File: config.mk
export PLATFORM = sky130hd
export DESIGN_NAME = mlp_param_loader
export DESIGN_NICKNAME = d
export VERILOG_FILES = /design/src/rtl/mlp_param_loader.sv
export SDC_FILE = /design/constraint.sdc
export NUM_CORES = 1
export LEC_CHECK = 0
export CAP_MARGIN = 10
export CORE_UTILIZATION = 44
export DETAILED_ROUTE_END_ITERATION = 12
export PLACE_DENSITY = 0.91
export SLEW_MARGIN = 20
export SYNTH_ARGS = -nofsm -noshare
export SYNTH_HDL_FRONTEND = slang
export SYNTH_SLANG_ARGS = --single-unit
File: constraint.sdc
create_clock -name i_clk -period 2.59 [get_ports i_clk]
set_input_delay 0.3885 -clock i_clk [delete_from_list [all_inputs] [get_ports i_clk]]
set_output_delay 0.3885 -clock i_clk [all_outputs]
set_load 0.005 [all_outputs]
File: src/rtl/mlp_param_loader.sv
// rtl/mlp_param_loader.sv - streams MLP weights and biases into parameter-memory write strobes
//
// Purpose:
//   Accepts a stream of signed parameter words and turns each accepted word
//   into one registered memory write. The order is: layer 0..M-2, then
//   neuron 0..N-1, then N weights followed by one bias per neuron.
//
// Ports:
//   i_clk        clock; all logic is rising-edge triggered
//   i_rst        synchronous active-high reset
//   i_start      one-cycle request to begin a full load (ignored while busy)
//   i_s_valid    a word is present on i_s_data
//   i_s_data     signed weight or bias word, DW bits
//   o_s_ready    the loader accepts i_s_data this cycle (LOAD state only)
//   o_wr_en      parameter-memory write strobe, one cycle after a handshake
//   o_wr_layer   target layer index
//   o_wr_neuron  target neuron index
//   o_wr_idx     target weight index; 0 for a bias write
//   o_wr_is_bias the write targets the bias of o_wr_layer/o_wr_neuron
//   o_wr_data    word to write
//   o_busy       high in LOAD and DONE
//   o_done       one-cycle pulse alongside the final write

module mlp_param_loader #(
  parameter  int M  = 2,
  parameter  int N  = 2,
  parameter  int QM = 3,
  parameter  int QN = 5,
  parameter  int WM = 3,
  parameter  int WN = 5,
  localparam int DW = WM + WN,
  localparam int LW = (M > 2) ? $clog2(M - 1) : 1,
  localparam int NW = $clog2(N)
) (
  input  logic          i_clk,
  input  logic          i_rst,
  input  logic          i_start,
  input  logic          i_s_valid,
  input  logic [DW-1:0] i_s_data,
  output logic          o_s_ready,
  output logic          o_wr_en,
  output logic [LW-1:0] o_wr_layer,
  output logic [NW-1:0] o_wr_neuron,
  output logic [NW-1:0] o_wr_idx,
  output logic          o_wr_is_bias,
  output logic [DW-1:0] o_wr_data,
  output logic          o_busy,
  output logic          o_done
);

  // Bias and weight words share one data path, so their widths must agree.
  if (WM + WN != QM + QN) begin : g_width_check
    $error("mlp_param_loader: WM+WN must equal QM+QN");
  end

  // The index counter needs one extra code beyond N-1 to mark the bias slot.
  localparam int IW = $clog2(N + 1);

  localparam logic [1:0] S_IDLE = 2'd0;
  localparam logic [1:0] S_LOAD = 2'd1;
  localparam logic [1:0] S_DONE = 2'd2;

  localparam logic [LW-1:0] LAST_LAYER  = LW'(M - 2);
  localparam logic [NW-1:0] LAST_NEURON = NW'(N - 1);
  localparam logic [IW-1:0] BIAS_IDX    = IW'(N);

  logic [1:0]    r_state;
  logic [LW-1:0] r_layer;
  logic [NW-1:0] r_neuron;
  logic [IW-1:0] r_idx;

  logic          r_wr_en;
  logic [LW-1:0] r_wr_layer;
  logic [NW-1:0] r_wr_neuron;
  logic [NW-1:0] r_wr_idx;
  logic          r_wr_is_bias;
  logic [DW-1:0] r_wr_data;

  logic w_hs;
  logic w_at_bias;
  logic w_neuron_end;
  logic w_layer_end;
  logic w_last;

  // s_ready is high only in LOAD, so s_valid in IDLE/DONE never counts.
  assign w_hs         = (r_state == S_LOAD) && i_s_valid;
  assign w_at_bias    = (r_idx == BIAS_IDX);
  assign w_neuron_end = (r_neuron == LAST_NEURON);
  assign w_layer_end  = (r_layer == LAST_LAYER);
  assign w_last       = w_hs && w_at_bias && w_neuron_end && w_layer_end;

  always_ff @(posedge i_clk) begin
    if (i_rst) begin
      r_state      <= S_IDLE;
      r_layer      <= '0;
      r_neuron     <= '0;
      r_idx        <= '0;
      r_wr_en      <= 1'b0;
      r_wr_layer   <= '0;
      r_wr_neuron  <= '0;
      r_wr_idx     <= '0;
      r_wr_is_bias <= 1'b0;
      r_wr_data    <= '0;
    end else begin
      r_wr_en <= w_hs;

      // Write address/data only update on a handshake so they hold otherwise.
      if (w_hs) begin
        r_wr_data    <= i_s_data;
        r_wr_layer   <= r_layer;
        r_wr_neuron  <= r_neuron;
        r_wr_idx     <= w_at_bias ? '0 : r_idx[NW-1:0];
        r_wr_is_bias <= w_at_bias;
      end

      case (r_state)
        S_IDLE: begin
          if (i_start) begin
            r_state  <= S_LOAD;
            r_layer  <= '0;
            r_neuron <= '0;
            r_idx    <= '0;
          end
        end
        S_LOAD: begin
          if (w_hs) begin
            if (w_at_bias) begin
              r_idx <= '0;
              if (w_neuron_end) begin
                r_neuron <= '0;
                r_layer  <= w_layer_end ? '0 : r_layer + LW'(1);
              end else begin
                r_neuron <= r_neuron + NW'(1);
              end
            end else begin
              r_idx <= r_idx + IW'(1);
            end
          end
          if (w_last) begin
            r_state <= S_DONE;
          end
        end
        S_DONE: begin
          r_state <= S_IDLE;
        end
        default: begin
          r_state <= S_IDLE;
        end
      endcase
    end
  end

  assign o_s_ready    = (r_state == S_LOAD);
  assign o_busy       = (r_state != S_IDLE);
  assign o_done       = (r_state == S_DONE);
  assign o_wr_en      = r_wr_en;
  assign o_wr_layer   = r_wr_layer;
  assign o_wr_neuron  = r_wr_neuron;
  assign o_wr_idx     = r_wr_idx;
  assign o_wr_is_bias = r_wr_is_bias;
  assign o_wr_data    = r_wr_data;

endmodule

==> key figures, run 1 <==
Timing
  • Final worst-path cycle share: 0.729
  • Final setup violation count: 0
  • RSZ-0062 raised after global routing: false
  • Fmax: 0.530 GHz
  • Setup TNS: 0 ns
  • Setup ws final: 0.702 ns
  • Count of pins over their slew limit: 0
  • Hold Fails Final Rpt: 0
  • Worst Skew: 0.00251 ns
  • Minimum clock period: 1.89 ns

Critical path
  • Critical-path top delay cell: dfxtp_1
  • Crit path kind: reg -> out
  • Worst Path Required: 2.20 ns
  • Max incr delay on CP: 0.53 ns
  • Crit end category: primary output
  • Startpoint types: flop
  • Critical path, cell by cell: nor2b_1 > clkdlybuf4s50_1
  • Worst Path Arrival: 1.50 ns
  • Crit path max fanout: 10

Min path
  • Worst hold path class: reg -> reg

Finish
  • Final core area utilization: 0.650
  • Share of layout cells above drive strength 1: 0.103
  • Ant diodes: 0
  • Layout area overhead: 37.6%
  • Nets: 120

Floorplanning
  • Core footprint: 0.00151 mm²
  • Die Y: 42.2 µm
  • Die width: 42.2 µm
  • Total die area: 0.00178 mm²
  • Starting Density: 0.473
  • I/O Pins: 28
  • Std cell rows: 14

Global routing
  • Pin count of the biggest net entering global routing: 13
  • First-pass GRT wire length: 2350 µm
  • Vias in the first global route: 573
  • Initial antenna violation count: 0
  • All-Layer GR Usage: 0.167
  • Total grt overflow: 0

Synth
  • Top-count cell post-synth: nand2_1
  • Post-synth EDFFs: 0
  • Synth top area cells: dfxtp_1 48%, nand2_1 13%, a21oi_1 7.0%
  • Syn. warnings: 0
  • Register area share after synthesis: 0.478
  • Cell taking the most area after synthesis: dfxtp_1
  • Most frequent cells after synthesis: 25 x nand2_1, 17 x dfxtp_1, 10 x a21oi_1, 4 x a21oi_2, 3 x nand2b_1
  • Cell variety after synth: 23
  • Netlist Area Pre-Place: 712 µm²
  • Mean Syn Cell Area: 8.68 µm²
  • Syn Nets: 94
  • Asr flop ratio synth: 0
  • Seq cells post-synth: 17
  • Area fraction of the dominant cell type after synthesis: 0.478
  • Mapped Cells: 82
  • Top FF cell, synth: dfxtp_1

Clock tree
  • CTS tree: built
  • Post-CTS setup buffers: 0
  • Post-CTS sizing: 0
  • CTS sink count: 17
  • # hold bufs at CTS: 0
  • Reg clk slew, reported paths: 0.09 ns
  • CTS Buf Count: 3
  • Maximum clock path buffer count: 2
  • Clock latency on the worst-skew pair: 0.27 ns
  • H-tree depth: 1
  • Clock root buffer: clkbuf_4

Pwr
  • VDD IR-drop max: 0.357 mV
  • P_leak: 0.000352 µW
  • PD cells: 482 mW/mm²
  • Power Total: 472 µW

Route
  • Final wirelength: 1370 µm
  • Vias per cell: 5.14
  • Post-route DRC: 0
  • Initial DRC Count: 11
  • Routed Antenna Nets: 0
  • 1st-pass router iterations: 4
  • Routed length per instance: 11.1 µm
  • Via count: 632

Job
  • Max cap viols: 0

Placement
  • Setup slack at placement: 0.894 ns
  • RD Place Congestion: 0.738
  • Port Buffer Count: 26
  • Post-DP HPWL: 1010 µm

Run status
  • Status: complete, no violations
[report_power, final]
group          internal [µW]  total, µW  switching [µW]
registers                269        277            7.31
logic                   39.6       64.7            25.2
clock network           59.5        131            71.0
[per-stage QoR]
step           std cells  instance area (µm²)  hold WS [ns]
3_5_place_dp         119                  953         0.452
5_1_grt              123                  980         0.485
2_1_floorplan         82                  712         0.453
3_3_place_gp         119                  953         0.442
4_1_cts              123                  980         0.465
6_report             123                  980         0.461
[cells in the final DEF, fill, tap and decap left out, types with 2 or more instances in the layout]
cell type / instances
clkdlybuf4s50_1: 26
nand2_1: 25
dfxtp_1: 17
a21oi_1: 10
a21oi_2: 4
nand2b_1: 3
clkbuf_4: 3
nor2b_1: 2
o22ai_1: 2
nor3_1: 2
[critical path, delay by kind of cell (launching register included)]
kind / cells / cell delay (ns)
simple gates: 1 / 0.19
buf+inv: 1 / 0.51
flops: 1 / 0.53
[final cells by class]
class                      count  area, µm²
fill                         136        527
sequential                    17        340
multi-input combinational     59        325
timing repair buffer          27        268
clock buffer                   4       26.3
tap                           16       20.0
[path summary, 6_finish.rpt]
check,start,to,slack [ns],depth (start not counted)
setup / recovery,r_state[0],o_s_ready,0.70,2
hold / removal,o_wr_idx,o_wr_idx,0.46,2
setup reg to reg,r_state[0],r_neuron,1.32,3
hold reg to reg,o_wr_idx,o_wr_idx,0.46,2
[sequential cells by signal (all words and copies together) (netlist names)]
name,flops
o_wr_neuron,1
o_wr_idx,1
r_idx,2
o_wr_is_bias,1
o_wr_en,1
r_state,2
o_wr_data,8
r_neuron,1
[metal layers]
| metal | vias up | part of all wire | global-route usage |
|---|---|---|---|
| met1 | 284 | 0.46 | 0.216 |
| met3 | 0 | 0.087 | 0.0517 |
| met2 | 25 | 0.46 | 0.265 |
| li1 | 323 | - | - |
| met5 | - | 0 | 0 |
| met4 | 0 | 0 | 0.0563 |
[cell families (layout without fill, tap and decap cells)]
logic type | Yosys count | count (layout) | synth area share
AND/OR/NAND/NOR | 40 | 40 | 0.297
flip-flops | 17 | 17 | 0.478
AO/OA/AOI/OAI | 18 | 18 | 0.155
other | 1 | 1 | 0.00527
buffers and inverters | 6 | 31 | 0.0650
No activity file was read; power rests on OpenSTA's default activity.
==> inputs of run 2 (changes only) <==
Settings changed: CORE_UTILIZATION 44 to 41, PLACE_DENSITY 0.91 to 0.86.
Clock period 2.59 ns to 1.82 ns, I/O delays scaled along.
==> key figures, run 2 (same netlist as run 1, synthesis figures left out) <==
Clock tree
  • H-tree depth: 1
  • Maximum clock path buffer count: 2
  • CTS sink count: 17
  • Clock root buffer: clkbuf_4
  • Post-CTS setup buffers: 0
  • Reg clk slew, reported paths: 0.09 ns
  • # hold bufs at CTS: 0
  • CTS Buf Count: 3
  • CTS tree: built
  • Clock latency on the worst-skew pair: 0.28 ns

Timing
  • Final Hold Slack: 0.459 ns
  • Worst Skew: 0.00264 ns
  • Fmax: 0.590 GHz
  • Hold Fails Final Rpt: 0
  • Minimum clock period: 1.70 ns
  • Setup ws final: 0.125 ns
  • RSZ-0062 raised after global routing: false
  • Setup TNS: 0 ns
  • Count of pins over their slew limit: 0
  • Final worst-path cycle share: 0.932
  • Final setup violation count: 0

Global routing
  • First-pass GRT wire length: 2250 µm
  • Met3 Use GR: 0.0375
  • All-Layer GR Usage: 0.164
  • Pin count of the biggest net entering global routing: 13
  • GRT Max-Usage Layer: met2
  • M2 GR Usage: 0.290
  • Total grt overflow: 0
  • Met1 Track Usage GR: 0.177
  • Vias in the first global route: 562
  • Initial antenna violation count: 0

Critical path
  • Crit path max fanout: 9
  • Crit. path cell count: 2
  • Largest delay contributor family on the critical path: buffers and inverters
  • Crit end category: primary output
  • Reg2reg end: r_neuron
  • Critical path, cell by cell: or2_2 > clkdlybuf4s50_1
  • Worst Path Required: 1.55 ns
  • Critical-path top delay cell: clkdlybuf4s50_1
  • R2R Path Start: r_state[1]
  • FF-to-FF setup slack: 0.67 ns
  • Max incr delay on CP: 0.44 ns
  • Crit path kind: reg -> out
  • Worst reg-to-reg path cell count: 3
  • Startpoint types: flop
  • Worst Path Arrival: 1.42 ns
  • WP buf/inv: 1

Pwr
  • P_leak: 0.000362 µW
  • Clock share of power: 0.288
  • Power Total: 688 µW
  • Net Switching: 160 µW
  • Internal cell power: 528 µW
  • Gate power share: 0.140
  • PD cells: 691 mW/mm²
  • Power share of the sequential group: 0.573
  • Switching Share: 0.232
  • VDD IR-drop max: 0.489 mV

Placement
  • RD Place Congestion: 0.729
  • Port Buffer Count: 26
  • Setup slack at placement: 0.346 ns
  • Placed instance area: 968 µm²
  • Post-DP HPWL: 1050 µm

Min path
  • Hold path startpoint: o_wr_data[6]
  • WHS Path Cells: 2
  • Worst hold endpoint: o_wr_data[6]
  • Worst hold path class: reg -> reg

Floorplanning
  • Core footprint: 0.00156 mm²
  • I/O Pins: 28
  • Starting Density: 0.457
  • Total die area: 0.00191 mm²
  • Std cell rows: 14
  • Die width: 43.7 µm
  • Die Y: 43.7 µm

Finish
  • Most common cell after layout, fill and taps aside: clkdlybuf4s50_1
  • Ant diodes: 0
  • Share of layout cells above drive strength 1: 0.128
  • Cell area after layout: 996 µm²
  • Layout area overhead: 39.9%
  • Most frequent cells in the layout: 26 x clkdlybuf4s50_1, 25 x nand2_1, 16 x dfxtp_1, 10 x a21oi_1, 4 x a21oi_2
  • Nets: 122
  • Max reg flops: 8

Job
  • Max cap viols: 0

Run status
  • Status: complete, but fails checks
  • Failing checks: design-rule violations

Route
  • Initial DRC Count: 13
  • Final wirelength: 1430 µm
  • Post-route DRC: 3
  • 1st-pass router iterations: 8
  • Vias per cell: 5.06
  • Via count: 632
  • Routed Antenna Nets: 0
  • Routed length per instance: 11.4 µm
-- run 2: cell types whose count changed in the layout (fill, tap and decap cells not counted) --
| cell | delta |
|---|---|
| dfxtp_2 | +1 |
| dfxtp_1 | -1 |
| buf_4 | +2 |
-- run 2: how the worst max path moves through the flow --
stage                   endpoint       start  slack [ns]
global placement        r_neuron   i_s_valid        0.40
CTS                    o_s_ready  r_state[0]        0.03
detailed placement      r_neuron   i_s_valid        0.35
global route              o_busy  r_state[1]        0.06
floorplan           o_wr_data[0]  r_state[1]        0.81
finish                    o_busy  r_state[1]        0.12
-- run 2: per-stage QoR --
step	util	std cells
finish	0.639	125
global route	0.639	125
CTS	0.638	125
detailed placement	0.621	121
global placement	0.621	121
floorplan	-	82
-- run 2: power by group through the flow --
stage / sequential (µW) / clock, µW / combinational (µW)
6_report: 394 / 198 / 96.1
4_1_cts: 394 / 199 / 97.0
5_1_grt: 396 / 225 / 104
3_3_place_gp: 402 / 0 / 94.3
3_5_place_dp: 402 / 0 / 96.6
2_1_floorplan: 399 / 0 / 48.7
-- run 2: repair_timing --
item / 4_1_cts / 5_1_grt
resized for setup: 0 / 1
hold endpoints to repair: 0 / 0
setup endpoints to repair: 0 / 1
-- run 2: worst reg2reg max path: cells and delay by family (launching register included) --
family,cells,cell delay (ns)
DFF,1,0.39
and+or+nand+nor,1,0.39
AOI/OAI and AO/OA,2,0.29
-- run 2: layout make-up --
class / count / area (µm²)
Clock buffer: 4 / 26.3
Fill cell: 136 / 563
Multi-Input combinational cell: 59 / 325
Sequential cell: 17 / 342
Tap cell: 16 / 20.0
Timing Repair Buffer: 29 / 283
-- run 2: layer usage --
layer | vias up | wire, µm
met5 | - | 0
met4 | 0 | 11
met3 | 2 | 104
met2 | 24 | 641
met1 | 282 | 671
li1 | 324 | -
==> inputs of run 3 (changes only) <==
Settings changed: GPL_ROUTABILITY_DRIVEN from default to 0.
==> results of run 3 <==
Same layout as run 2: the final DEF is identical, and so are final timing and power.
